===== src/rtl/scan_pkg.sv =====
// -----------------------------------------------------------------------------
// scan_pkg
// Shared types and helpers for the line scan sequencer.
//   state_t     : sequencer state (IDLE, RUN, SWEEP)
//   line_sel_t  : result of a line search, {found, addr}
//   next_line() : first enabled line strictly after addr in direction dir,
//                 wrapping modulo NUM_LINES. Starting from addr itself, the
//                 eighth candidate is addr again, so a lone enabled line
//                 finds itself.
// -----------------------------------------------------------------------------
package scan_pkg;

  localparam int ADDR_W    = 3;
  localparam int NUM_LINES = 8;

  localparam logic DIR_UP   = 1'b0;
  localparam logic DIR_DOWN = 1'b1;

  typedef enum logic [1:0] {
    IDLE  = 2'd0,
    RUN   = 2'd1,
    SWEEP = 2'd2
  } state_t;

  typedef struct packed {
    logic              found;
    logic [ADDR_W-1:0] addr;
  } line_sel_t;

  function automatic line_sel_t next_line(
    input logic [ADDR_W-1:0]    addr,
    input logic                 dir,
    input logic [NUM_LINES-1:0] mask
  );
    line_sel_t         res;
    logic [ADDR_W-1:0] cand;
    res.found = 1'b0;
    res.addr  = addr;
    // Walk from the farthest candidate to the nearest so the nearest
    // enabled line is the one left in res.
    for (int i = NUM_LINES; i >= 1; i--) begin
      cand = (dir == DIR_UP) ? (addr + ADDR_W'(i)) : (addr - ADDR_W'(i));
      if (mask[cand]) begin
        res.found = 1'b1;
        res.addr  = cand;
      end
    end
    return res;
  endfunction

endpackage


===== src/rtl/scan_tick_gen.sv =====
// -----------------------------------------------------------------------------
// scan_tick_gen
// Dwell prescaler. Counts 0..div and raises tick while count == div, then
// wraps to 0. clr forces the count back to 0 so a freshly loaded line gets
// its full dwell.
//   clk   : system clock, rising edge
//   rst_n : asynchronous active-low reset
//   clr   : synchronous clear of the count
//   div   : dwell divisor, dwell = div+1 cycles
//   tick  : dwell period complete (combinational from the count)
// -----------------------------------------------------------------------------
module scan_tick_gen #(
  parameter int DIV_W = 8
) (
  input  logic             clk,
  input  logic             rst_n,
  input  logic             clr,
  input  logic [DIV_W-1:0] div,
  output logic             tick
);

  logic [DIV_W-1:0] cnt;

  // Compared against the live div, so a new divisor applies at the next compare.
  assign tick = (cnt == div);

  always_ff @(posedge clk or negedge rst_n) begin
    if (!rst_n) begin
      cnt <= '0;
    end else if (clr || tick) begin
      cnt <= '0;
    end else begin
      cnt <= cnt + 1'b1;
    end
  end

endmodule


===== src/rtl/line_scan_sequencer.sv =====
// -----------------------------------------------------------------------------
// line_scan_sequencer
// Drives the A,B,C select of a 3-to-8 line decoder, stepping through the
// enabled lines at a programmable dwell. Continuous scan (run level) or a
// single sweep (start pulse, done pulse at the end), up or down, with a
// per-line enable mask.
//   clk, rst_n : clock and asynchronous active-low reset
//   run        : continuous scan while high
//   start      : begin one sweep (sampled only in IDLE)
//   dir        : 0 ascending, 1 descending
//   mask       : line enables, bit i enables line i
//   div        : dwell = div+1 cycles per line
//   A,B,C      : select, A is the MSB
//   valid      : select is live
//   step       : pulse in the cycle the select takes a new value
//   busy       : RUN or SWEEP
//   done       : pulse at the end of a sweep
// Build option SCAN_BLANK_EN: each address change is preceded by one cycle
// with valid low; the new address then appears with valid and step, and its
// dwell starts after the blank.
// -----------------------------------------------------------------------------
module line_scan_sequencer
  import scan_pkg::*;
#(
  parameter int DIV_W = 8
) (
  input  logic             clk,
  input  logic             rst_n,
  input  logic             run,
  input  logic             start,
  input  logic             dir,
  input  logic [7:0]       mask,
  input  logic [DIV_W-1:0] div,
  output logic             A,
  output logic             B,
  output logic             C,
  output logic             valid,
  output logic             step,
  output logic             busy,
  output logic             done
);

  state_t            state, state_n;
  logic [ADDR_W-1:0] addr, addr_n;
  logic              valid_n, step_n, done_n;
  logic              tick, clr, blank, adv;
  line_sel_t         first_sel, adv_sel;
  logic              in_range;

  // first(dir) is a search that starts just past the opposite end.
  assign first_sel = next_line((dir == DIR_UP) ? ADDR_W'(NUM_LINES - 1) : '0, dir, mask);
  assign adv_sel   = next_line(addr, dir, mask);
  // A sweep may only move toward its end line, never wrap.
  assign in_range  = (dir == DIR_UP) ? (adv_sel.addr > addr) : (adv_sel.addr < addr);

  assign clr = (state == IDLE) || blank;

  scan_tick_gen #(.DIV_W(DIV_W)) u_tick (
    .clk   (clk),
    .rst_n (rst_n),
    .clr   (clr),
    .div   (div),
    .tick  (tick)
  );

`ifdef SCAN_BLANK_EN
  logic              blank_n;
  logic [ADDR_W-1:0] pend, pend_n;

  always_ff @(posedge clk or negedge rst_n) begin
    if (!rst_n) begin
      blank <= 1'b0;
      pend  <= '0;
    end else begin
      blank <= blank_n;
      pend  <= pend_n;
    end
  end
`else
  assign blank = 1'b0;
`endif

  always_comb begin
    state_n = state;
    addr_n  = addr;
    valid_n = valid;
    step_n  = 1'b0;
    done_n  = 1'b0;
    adv     = 1'b0;
`ifdef SCAN_BLANK_EN
    blank_n = 1'b0;
    pend_n  = pend;
`endif
    case (state)
      IDLE: begin
        valid_n = 1'b0;
        if (run && first_sel.found) begin
          state_n = RUN;
          addr_n  = first_sel.addr;
          valid_n = 1'b1;
          step_n  = 1'b1;
        end else if (start && !run && first_sel.found) begin
          state_n = SWEEP;
          addr_n  = first_sel.addr;
          valid_n = 1'b1;
          step_n  = 1'b1;
        end else if (start && !run) begin
          done_n = 1'b1;
        end
      end
      RUN: begin
        if (!run) begin
          state_n = IDLE;
          valid_n = 1'b0;
        end else if (blank) begin
`ifdef SCAN_BLANK_EN
          addr_n  = pend;
          valid_n = 1'b1;
          step_n  = 1'b1;
`endif
        end else if (tick) begin
          if (adv_sel.found) begin
            adv = 1'b1;
          end else begin
            state_n = IDLE;
            valid_n = 1'b0;
          end
        end
      end
      SWEEP: begin
        if (blank) begin
`ifdef SCAN_BLANK_EN
          addr_n  = pend;
          valid_n = 1'b1;
          step_n  = 1'b1;
`endif
        end else if (tick) begin
          if (adv_sel.found && in_range) begin
            adv = 1'b1;
          end else begin
            state_n = IDLE;
            valid_n = 1'b0;
            done_n  = 1'b1;
          end
        end
      end
      default: begin
        state_n = IDLE;
        valid_n = 1'b0;
      end
    endcase

    if (adv) begin
`ifdef SCAN_BLANK_EN
      // A lone enabled line keeps its address, so there is nothing to blank.
      if (adv_sel.addr != addr) begin
        blank_n = 1'b1;
        pend_n  = adv_sel.addr;
        valid_n = 1'b0;
      end else begin
        step_n = 1'b1;
      end
`else
      addr_n = adv_sel.addr;
      step_n = 1'b1;
`endif
    end
  end

  always_ff @(posedge clk or negedge rst_n) begin
    if (!rst_n) begin
      state <= IDLE;
      addr  <= '0;
      valid <= 1'b0;
      step  <= 1'b0;
      done  <= 1'b0;
    end else begin
      state <= state_n;
      addr  <= addr_n;
      valid <= valid_n;
      step  <= step_n;
      done  <= done_n;
    end
  end

  assign {A, B, C} = addr;
  assign busy      = (state != IDLE);

endmodule


===== config.mk =====
export PLATFORM = sky130hd
export DESIGN_NAME = line_scan_sequencer
export DESIGN_NICKNAME = d
export VERILOG_FILES = /design/src/rtl/scan_pkg.sv /design/src/rtl/scan_tick_gen.sv /design/src/rtl/line_scan_sequencer.sv
export SDC_FILE = /design/constraint.sdc
export NUM_CORES = 1
export LEC_CHECK = 0
export ABC_AREA = 1
export BUFFER_PORTS_ARGS = -buffer_cell sky130_fd_sc_hd__clkbuf_2
export CORE_UTILIZATION = 50
export CTS_CLUSTER_DIAMETER = 150
export DETAILED_ROUTE_END_ITERATION = 6
export PLACE_DENSITY = 0.71
export SLEW_MARGIN = 20
export SYNTH_ARGS = -nofsm -noshare
export SYNTH_HDL_FRONTEND = slang
export SYNTH_SLANG_ARGS = --single-unit

===== constraint.sdc =====
create_clock -name clk -period 4.63 [get_ports clk]
set_clock_uncertainty 0.15 [all_clocks]
set_input_delay 0.926 -clock clk [delete_from_list [all_inputs] [get_ports clk]]
set_output_delay 0.926 -clock clk [all_outputs]
set_load 0.01 [all_outputs]

==> metrics.md, run 1 <==
| Metric | Value |
|---|---|
| Outcome | `finished, final reports clean` |
| Routability cong. | `about 0.9` |
| Critical path type | `in2reg` |
| IO Count | `28` |
| CP Capture Type | `register` |
| Core area | `around 3700 um^2` |
| Number of global-route vias before repair | `around 2,000` |
| Tot Pwr | `between 1.5 and 2 mW` |
| Via count | `2,183` |
| Area grow syn2layout | `12.4%` |
| Fmax | `roughly 240 MHz` |
| Slew @ Worst Pin | `0.415 ns` |
| Starting Density | `between 50% and 60%` |
| Grt total ovfl | `0` |
| CTS Buffer Depth | `2` |
| Post CTS Setup Buffer Count | `0` |
| Chip height | `between 60 and 70 um` |
| CP Data Required Time | `4.65 ns` |
| Fin util | `59.8%` |
| Final setup fails | `0` |
| Critical path origin | `dir` |
| Worst relative slew slack | `72.3%` |
| Reg2reg start | `addr[1]` |
| Chip width | `around 65 um` |
| Sequential-to-total area share from yosys stat | `between 20% and 30%` |
| CTS Buf Count | `3` |
| Maximum VDD drop | `slightly below 0.5 mV` |
| Syn Area/Cell | `about 6.0 um^2` |
| Hold_buf cts | `0` |
| Nature of the critical path startpoint | `primary input` |
| Worst hold path type | `reg2reg` |
| CTS Root Cell | `clkbuf_8` |
| Primary FF master, synth | `dfrtp_1` |
| Pwr/cell area | `~710 nW/um^2` |
| DR vias/cell | `about 5.3` |
| Count of unique library cells instantiated by Yosys | `35` |
| Final Cycle Share | `89.6%` |
| TritonCTS clock tree | `built` |
| Clk_lat worst skew | `~0.24 ns` |
| Cells after synthesis | `333` |
| Top cells by count, synth | `nand2_1 (123), nand3_1 (44), inv_1 (33)` |
| Share of the synthesized area in the top cell type | `23.2%` |
| Fin Setup TNS | `0 ns` |
| Leak | `~1.3 nW` |
| Synth Warn # | `0` |
| Max-cap violations | `0` |
| Post-synth net total | `between 300 and 400` |
| Max Slew Vio Count | `0` |
| Post-synth EDFFs | `0` |
| Initial DRC Count | `168` |
| RSZ-0062 raised after global routing | `no` |
| DR WL/cell | `between 10 and 15 um` |
| Count leader, synth | `nand2_1` |
| Largest cells by area after synthesis | `nand2_1 (23%), dfrtp_1 (20%), nand3_1 (11%), inv_1 (6.2%), ha_1 (5.7%)` |
| Synth Cell Area | `about 2000 um^2` |
| Hold violation count in the final report | `0` |
| Final instance area | `about 2200 um^2` |
| ANT cells | `0` |
| Site row count | `22` |
| I/O Buffers | `27` |
| Initial antenna violation count | `0` |
| Post-route ant nets | `0` |
| Drt first pass iters | `4` |
| Post-CTS resize count | `0` |
| Async SR Flop Fraction | `100%` |
| Total GRT Usage | `about a quarter` |
| H-tree level count | `1` |
| #FFs+latches synth | `16` |
| DRC | `0` |
| Largest fanout on the critical path | `8` |
| Clock-pin slew on the worst setup and hold paths | `~0.060 ns` |
| Largest area contributor in the netlist | `nand2_1` |
| Routed wire length | `~5.1 mm` |
| Post-placement cell area | `between 2000 and 2500 um^2` |
| Share of layout cells above drive strength 1 | `between 15 and 20%` |
| Largest net degree at the start of global routing | `17` |
| Clk sink count | `16` |
| Final #Nets | `between 300 and 400` |
| Dpl hpwl | `4.12 mm` |
| Crit path DAT | `approximately 4.2 ns` |
| Worst Min Path Start | `valid` |
| First-pass GRT wire length | `approximately 8.8 mm` |
| Die area | `around 4200 um^2` |
| Min Tclk post-route | `approximately 4.1 ns` |
## report_power, final
group          internal [mW]  switching [mW]  total [mW]
clock                 0.0753          0.0451       0.120
sequential             0.176          0.0380       0.214
combinational          0.450           0.803        1.25
total                  0.701           0.886        1.59
## per-stage QoR
| step | std cells | hold slack, ns | setup slack (ns) |
|---|---|---|---|
| floorplan | 333 | 0.323 | 0.766 |
| global placement | 408 | 0.349 | 0.437 |
| detailed placement | 408 | 0.329 | 0.301 |
| CTS | 412 | 0.356 | 0.553 |
| global route | 412 | 0.396 | 0.0746 |
| finish | 412 | 0.352 | 0.482 |
## state kept, by name (all words and copies together) (netlist names)
signal / flops
done: 1
u_tick.cnt: 8
valid: 1
step: 1
state: 2
addr: 3
## critical path, stage by stage
cell	delay [ns]
clkbuf_2	0.10
fa_1	0.61
inv_1	0.19
nand3_1	0.12
nand2_1	0.12
nand2_1	0.10
nand2_1	0.08
nand2_1	0.06
nand2_1	0.05
nor2_1	0.09
nand2_1	0.05
nand2_1	0.05
nand2_1	0.06
a21boi_0	0.18
ha_1	0.27
and3_1	0.16
o21ai_0	0.22
nand3_1	0.12
nand2_1	0.12
nand3_2	0.13
inv_2	0.10
nor2_1	0.06
nand2_1	0.05
nand2_1	0.05
a21oi_1	0.11
## routing by layer
layer,vias to the layer above,global-route usage (%),share of wire [%]
li1,1136,-,-
met1,999,36.7,49
met2,48,44.5,47
met3,0,2.95,3.9
met4,0,2.17,0
met5,-,0,0
## area by class of cell
| cell class | count | area (um^2) |
|---|---|---|
| Fill cell | 393 | 1500 |
| Clock buffer | 4 | 55.1 |
| Multi-Input combinational cell | 273 | 1410 |
| Timing Repair Buffer | 32 | 173 |
| Inverter | 39 | 146 |
| Tap cell | 48 | 60.1 |
| Sequential cell | 16 | 400 |
## layout by cell type (no fill, tap or decap), drive strengths merged
cell type,n
dfrtp,16
ha,9
clkinv,1
xnor2,8
nand3b,1
fa,2
buf,5
clkbuf,31
nor3b,3
o31ai,1
nand2,133
nor3,4
inv,38
a21boi,1
o22ai,1
nand3,45
a31oi,2
o21ai,15
xor2,1
or2,2
mux2i,1
and2,2
nand4,4
a21oi,10
nor2,23
and3,3
o21bai,2
## cell families (layout without fill, tap and decap cells)
kind of cell | count (synthesis) | in the layout | synth area share (%)
AND/OR/NAND/NOR | 220 | 220 | 49.7
flip-flops | 16 | 16 | 20.1
multiplexers | 1 | 1 | 0.503
adder cells (fa/ha/maj) | 11 | 11 | 7.66
buffers and inverters | 44 | 75 | 9.36
XOR/XNOR | 9 | 9 | 3.96
AO/OA/AOI/OAI | 32 | 32 | 8.73
## path summary, 6_finish.rpt
path | cells past startpoint | endpoint | slack [ns]
min reg2reg | 2 | valid | 0.35
max in group asynchronous | 1 | valid | 3.59
max reg2reg | 25 | addr[0] | 0.70
min in group asynchronous | 1 | u_tick.cnt[6] | 0.45
min | 2 | valid | 0.35
max | 25 | addr[0] | 0.48
No activity file was read; power rests on OpenSTA's default activity.
==> inputs of run 2 (changes only) <==
REMOVE_ABC_BUFFERS = 1   (was default)
==> metrics.md, run 2 (synthesis gave the netlist of run 1 again) <==
| Metric | Value |
|---|---|
| Critical path origin | `dir (unchanged)` |
| Post-CTS resize count | `0 (unchanged)` |
| Worst relative slew slack | `70.5% (was 72.3%)` |
| Worst Min Path Start | `valid (unchanged)` |
| Top flop regs | `u_tick.cnt: 8 flops, addr: 3 flops, state: 2 flops (unchanged)` |
| Post-Place Setup Slack | `0.218 ns (was 0.301 ns)` |
| Starting Density | `53.2% (unchanged)` |
| Setup WS post-layout | `0.435 ns (was 0.482 ns)` |
| Reg2reg start | `addr[1] (unchanged)` |
| IO Count | `28 (unchanged)` |
| Hold Path Cell Cnt | `2 (unchanged)` |
| Comb power frac | `78.6% (was 78.9%)` |
| Chip height | `65.1 um (unchanged)` |
| CTS Buf Count | `3 (unchanged)` |
| Clk_lat worst skew | `0.25 ns (was 0.24 ns)` |
| Commonest cells after routing, fill and taps aside | `nand2_1 (123), nand3_1 (44), inv_1 (33), clkbuf_2 (27), nor2_1 (21) (unchanged)` |
| CTS Buffer Depth | `2 (unchanged)` |
| Initial antenna violation count | `0 (unchanged)` |
| Commonest non-fill, non-tap cell in the layout | `nand2_1 (unchanged)` |
| DRC | `0 (unchanged)` |
| Max reg flops | `8 (unchanged)` |
| Reg2reg path depth | `24 (was 25)` |
| Int Pwr | `0.700 mW (was 0.701 mW)` |
| Max-cap violations | `0 (unchanged)` |
| Core area | `3740 um^2 (unchanged)` |
| FF-to-FF End | `addr[2] (was addr[0])` |
| Hold-critical path endpoint | `valid (unchanged)` |
| Critical path type | `in2reg (unchanged)` |
| Max Slew Vio Count | `0 (unchanged)` |
| I/O Buffers | `27 (unchanged)` |
| Sw power | `0.884 mW (was 0.886 mW)` |
| Min Tclk post-route | `4.20 ns (was 4.15 ns)` |
| Slew @ Worst Pin | `0.439 ns (was 0.415 ns)` |
| TritonCTS clock tree | `built (unchanged)` |
| Leak | `1.26 nW (about the same)` |
| First-pass GRT wire length | `8.25 mm (was 8.77 mm)` |
| Number of global-route vias before repair | `1,884 (was 2,021)` |
| H-tree level count | `1 (unchanged)` |
| Fmax | `238 MHz (was 241 MHz)` |
| Maximum VDD drop | `0.457 mV (was 0.485 mV)` |
| Grt total ovfl | `0 (unchanged)` |
| FF/Latch Area | `400 um^2 (unchanged)` |
| Setup slack, reg-to-reg | `0.61 ns (was 0.70 ns)` |
| Die area | `4240 um^2 (unchanged)` |
| Outcome | `finished, final reports clean (unchanged)` |
| Routability cong. | `0.950 (was 0.897)` |
| Crit path DAT | `4.19 ns (was 4.17 ns)` |
| Largest fanout on the critical path | `8 (unchanged)` |
| Site row count | `22 (unchanged)` |
| DR WL/cell | `11.6 um (was 12.3 um)` |
| Drt first pass iters | `4 (unchanged)` |
| Routed wire length | `4.78 mm (was 5.07 mm)` |
| CTS Root Cell | `clkbuf_8 (unchanged)` |
| DR vias/cell | `5.19 (was 5.30)` |
| Fillcell total | `383 (was 393)` |
| Dpl hpwl | `3.94 mm (was 4.12 mm)` |
| Hold_buf cts | `0 (unchanged)` |
| Largest net degree at the start of global routing | `17 (unchanged)` |
| Via count | `2,135 (was 2,183)` |
| Clock-pin slew on the worst setup and hold paths | `0.06 ns (about the same)` |
| Total GRT Usage | `25.0% (was 26.1%)` |
| Final setup fails | `0 (unchanged)` |
| Initial DRC Count | `147 (was 168)` |
| Area grow syn2layout | `12.1% (was 12.4%)` |
| Share of layout cells above drive strength 1 | `15.2% (was 15.4%)` |
| Clk sink count | `16 (unchanged)` |
| Chip width | `65.1 um (unchanged)` |
| Worst hold path type | `reg2reg (unchanged)` |
| CP Data Required Time | `4.62 ns (was 4.65 ns)` |
| Pwr/cell area | `710 nW/um^2 (was 709 nW/um^2)` |
| Fin Setup TNS | `0 ns (unchanged)` |
| CP Capture Type | `register (unchanged)` |
| ANT cells | `0 (unchanged)` |
| RSZ-0062 raised after global routing | `no (unchanged)` |
| Hold violation count in the final report | `0 (unchanged)` |
| Nature of the critical path startpoint | `primary input (unchanged)` |
| Final #Nets | `396 (was 397)` |
| Clock power frac | `7.8% (was 7.6%)` |
| Register share of total power | `13.6% (was 13.5%)` |
| Multi-input logic area | `1410 um^2 (unchanged)` |
| Final Cycle Share | `90.6% (was 89.6%)` |
| Post-route ant nets | `0 (unchanged)` |
| Reg with most FFs | `u_tick.cnt (unchanged)` |
| Switching Fraction | `55.8% (about the same)` |
| Post CTS Setup Buffer Count | `0 (unchanged)` |
## run 2: how the worst max path moves through the flow
stage,end,slack [ns],cells after the start
3_5_place_dp,addr[2],0.22,24
5_1_grt,addr[0],0.02,25
2_1_floorplan,addr[0],0.69,25
3_3_place_gp,addr[2],0.31,24
6_report,addr[2],0.43,24
4_1_cts,addr[2],0.47,24
## run 2: power by group through the flow
stage,clock (mW),combinational (mW),sequential (mW)
finish,0.124,1.25,0.215
global route,0.134,1.44,0.219
CTS,0.127,1.24,0.215
detailed placement,0,1.23,0.217
global placement,0,1.22,0.218
floorplan,0,0.921,0.238
## run 2: per-stage QoR
step	total power [mW]	area, um^2	hold slack [ns]	utilization [%]	instances
after floorplan	1.16	1950	0.323	-	328
after global placement	1.44	2180	0.338	58.2	407
after detailed placement	1.45	2180	0.346	58.2	407
after CTS	1.58	2230	0.361	59.6	411
after global routing	1.80	2230	0.386	59.6	411
final	1.58	2230	0.357	59.6	411
## run 2: layer usage
layer | GRT usage (%) | vias to the layer above | wire, um
li1 | - | 1129 | -
met1 | 34.4 | 946 | 2380
met2 | 40.9 | 58 | 2130
met3 | 4.69 | 2 | 258
met4 | 4.62 | 0 | 14
met5 | 0 | - | 0
## run 2: layout make-up
class                   instances  share of cell area [%]
inverters                      39                    6.56
clock buffers                   4                    2.47
repair buffers                 31                    7.40
flip-flops and latches         16                    17.9
well taps                      48                    2.69
multi-input cells             273                    62.9
## run 2: worst max-delay path, stage by stage
cell	delay [ns]
clkbuf_2	0.10
fa_1	0.61
inv_1	0.18
nand3_1	0.12
nand2_1	0.11
nand2_1	0.10
nand2_1	0.08
nand2_1	0.07
nand2_1	0.05
nor2_1	0.10
nand2_1	0.05
nand2_1	0.05
nand2_1	0.06
a21boi_0	0.19
ha_1	0.27
and3_1	0.16
o21ai_0	0.22
nand3_1	0.10
nand2_1	0.12
nand2_2	0.07
nor3_1	0.20
nand3_1	0.12
nand2_1	0.07
nand2_1	0.05
==> inputs of run 3 (changes only) <==
ABC_AREA = default   (was 1)
==> metrics.md, run 3 <==
| Metric | Value |
|---|---|
| Largest area contributor in the netlist | `dfrtp_1 (was nand2_1)` |
| CTS Root Cell | `clkbuf_8 (unchanged)` |
| I/O Buffers | `27 (unchanged)` |
| Top cells by count, synth | `nor2_1 (19), dfrtp_1 (16), nand2_1 (14) (was nand2_1 (123), nand3_1 (44), inv_1 (33))` |
| Share of layout cells above drive strength 1 | `32.8% (was 15.2%)` |
| Chip width | `63.1 um (was 65.1 um)` |
| Area grow syn2layout | `25.2% (was 12.1%)` |
| Reg with most FFs | `u_tick.cnt (unchanged)` |
| DR WL/cell | `14.5 um (was 11.6 um)` |
| Maximum VDD drop | `0.574 mV (was 0.457 mV)` |
| Total GRT Usage | `23.3% (was 25.0%)` |
| Dpl hpwl | `3.30 mm (was 3.94 mm)` |
| Die area | `3980 um^2 (was 4240 um^2)` |
| Hold WS | `0.368 ns (was 0.357 ns)` |
| Initial DRC Count | `68 (was 147)` |
| Final setup fails | `3 (was 0)` |
| Sequential-to-total area share from yosys stat | `21.5% (was 20.1%)` |
| CTS Buffer Depth | `2 (unchanged)` |
| Count leader, synth | `nor2_1 (was nand2_1)` |
| Grt total ovfl | `0 (unchanged)` |
| Fin util | `67.9% (was 59.6%)` |
| Largest net degree at the start of global routing | `17 (unchanged)` |
| DRC | `0 (unchanged)` |
| Starting Density | `54.2% (was 53.2%)` |
| Commonest cells after routing, fill and taps aside | `clkbuf_2 (26), buf_4 (26), nor2_1 (18), dfrtp_1 (16), nand2_1 (14) (was nand2_1 (123), nand3_1 (44), inv_1 (33), clkbuf_2 (27), nor2_1 (21))` |
| RSZ-0062 raised after global routing | `yes (was no)` |
| Slew @ Worst Pin | `0.600 ns (was 0.439 ns)` |
| Clock-pin slew on the worst setup and hold paths | `0.06 ns (about the same)` |
| Cells after synthesis | `212 (was 333)` |
| Clk_lat worst skew | `0.25 ns (about the same)` |
| Clock power frac | `6.6% (was 7.8%)` |
| First-pass GRT wire length | `7.36 mm (was 8.25 mm)` |
| Hold_buf cts | `0 (unchanged)` |
| TritonCTS clock tree | `built (unchanged)` |
| ANT cells | `0 (unchanged)` |
| Chip height | `63.1 um (was 65.1 um)` |
| Clk sink count | `16 (unchanged)` |
| Non-filler cells, final | `305 (was 411)` |
| Top flop regs | `u_tick.cnt: 8 flops, addr: 3 flops, state: 2 flops (unchanged)` |
| Dpl cells | `297 (was 407)` |
| Register share of total power | `11.5% (was 13.6%)` |
| Max reg flops | `8 (unchanged)` |
| CP Data Required Time | `4.66 ns (was 4.62 ns)` |
| DR vias/cell | `5.71 (was 5.19)` |
| #FFs+latches synth | `16 (unchanged)` |
| Outcome | `finished with violations (was finished, final reports clean)` |
| Drt first pass iters | `4 (unchanged)` |
| Min Tclk post-route | `4.71 ns (was 4.20 ns)` |
| Pwr/cell area | `813 nW/um^2 (was 710 nW/um^2)` |
| Async SR Flop Fraction | `100% (unchanged)` |
| Fillcell total | `298 (was 383)` |
| Primary FF master, synth | `dfrtp_1 (unchanged)` |
| Final #Nets | `292 (was 396)` |
| CTS Buf Count | `3 (unchanged)` |
| Fmax | `212 MHz (was 238 MHz)` |
| Site row count | `21 (was 22)` |
| Hold violation count in the final report | `0 (unchanged)` |
| CP Capture Type | `register (unchanged)` |
| Nature of the critical path startpoint | `primary input (unchanged)` |
| Via count | `1,742 (was 2,135)` |
| Tot Pwr | `1.90 mW (was 1.58 mW)` |
| IO Count | `28 (unchanged)` |
| Share of the synthesized area in the top cell type | `21.5% (was 23.2%)` |
| Post-route ant nets | `0 (unchanged)` |
| Crit path DAT | `4.74 ns (was 4.19 ns)` |
| Syn Area/Cell | `8.80 um^2 (was 5.98 um^2)` |
| Largest fanout on the critical path | `7 (was 8)` |
| Int Pwr | `1.07 mW (was 0.700 mW)` |
| Worst relative slew slack | `59.7% (was 70.5%)` |
| Core area | `3440 um^2 (was 3740 um^2)` |
| Number of global-route vias before repair | `1,716 (was 1,884)` |
| Max-cap violations | `0 (unchanged)` |
| Final Cycle Share | `102% (was 90.6%)` |
| Initial antenna violation count | `0 (unchanged)` |
| Routability cong. | `0.833 (was 0.950)` |
| Switching Fraction | `43.8% (was 55.8%)` |
| H-tree level count | `1 (unchanged)` |
| Worst hold path type | `reg2reg (unchanged)` |
| Synth Warn # | `0 (unchanged)` |
| Max Slew Vio Count | `0 (unchanged)` |
| Setup WS post-layout | `-0.0809 ns (was 0.435 ns)` |
| Failing checks | `setup timing` |
| Routed wire length | `4.42 mm (was 4.78 mm)` |
| Comb power frac | `81.9% (was 78.6%)` |
| Leak | `1.06 nW (was 1.26 nW)` |
| Largest cells by area after synthesis | `dfrtp_1 (21%), mux4_2 (7.2%), xnor2_1 (6.1%), ha_1 (6.0%), mux2i_1 (5.4%) (was nand2_1 (23%), dfrtp_1 (20%), nand3_1 (11%), inv_1 (6.2%), ha_1 (5.7%))` |
| Post-synth EDFFs | `0 (unchanged)` |
| Critical path type | `in2reg (unchanged)` |
| Count of unique library cells instantiated by Yosys | `53 (was 35)` |
| Sw power | `0.833 mW (was 0.884 mW)` |
| Synth Cell Area | `1870 um^2 (was 1990 um^2)` |
[run 3: layout make-up]
type / instances / area [um^2] / area share (%)
multi-input cells: 173 / 1430 / 61.2
well taps: 46 / 57.6 / 2.46
clock buffers: 4 / 55.1 / 2.36
inverters: 12 / 45.0 / 1.93
flip-flops and latches: 16 / 400 / 17.1
repair buffers: 54 / 348 / 14.9
[run 3: cell families (layout without fill, tap and decap cells)]
logic type      after synthesis  count (layout)  share of synthesized area [%]
mux                          21              21                           16.6
compound gates               46              46                           17.0
xor+xnor                     20              20                           10.9
fa+ha+maj                    11              11                           8.18
flops                        16              16                           21.5
simple gates                 75              75                           20.1
buf+inv                      23              70                           5.77
[run 3: worst paths after layout]
check / start / to / slack, ns / depth (start not counted)
setup / recovery: dir / addr[0] / -0.08 / 16
hold / removal: valid / valid / 0.37 / 1
setup reg to reg: addr[1] / addr[0] / 0.16 / 16
hold reg to reg: valid / valid / 0.37 / 1
max in group asynchronous: rst_n / u_tick.cnt[1] / 3.62 / 1
min in group asynchronous: rst_n / state[0] / 0.43 / 1
[run 3: per-layer routing]
metal	part of all wire [%]	vias up	track usage [%]
met5	0	-	0
met2	51	54	43.8
met4	1.4	0	8.72
met1	44	819	27.5
li1	-	864	-
met3	3.5	5	1.09
[run 3: power groups by stage]
stage               clock (mW)  sequential [mW]  combinational [mW]
floorplan                    0            0.250               0.881
global placement             0            0.220                1.29
detailed placement           0            0.220                1.30
CTS                      0.127            0.218                1.39
global route             0.129            0.223                1.70
finish                   0.126            0.218                1.56
[run 3: repair_timing]
item	in CTS	in global routing
pin swaps	2	5
setup endpoints to repair	6	7
setup buffers	3	1
gates resized for setup	7	14
[run 3: per-stage QoR]
step | setup WS (ns) | setup TNS (ns) | cell area [um^2]
2_1_floorplan | -0.269 | -0.848 | 1800
3_3_place_gp | -0.443 | -2.27 | 2170
3_5_place_dp | -0.519 | -2.49 | 2170
4_1_cts | -0.111 | -0.231 | 2260
5_1_grt | -0.242 | -1.06 | 2340
6_report | -0.0809 | -0.134 | 2340
[run 3: critical path, cell delays in order]
cell and delay (ns):
buf_6 0.09, fa_2 0.60, mux4_2 0.59, and2_4 0.17
o31a_1 0.30, a211oi_2 0.17, a2111oi_2 0.09, or2_1 0.28
ha_4 0.23, o21a_1 0.11, or3_4 0.35, a21boi_2 0.15
o2111ai_2 0.12, buf_6 0.16, or3_1 0.30, o211ai_1 0.08
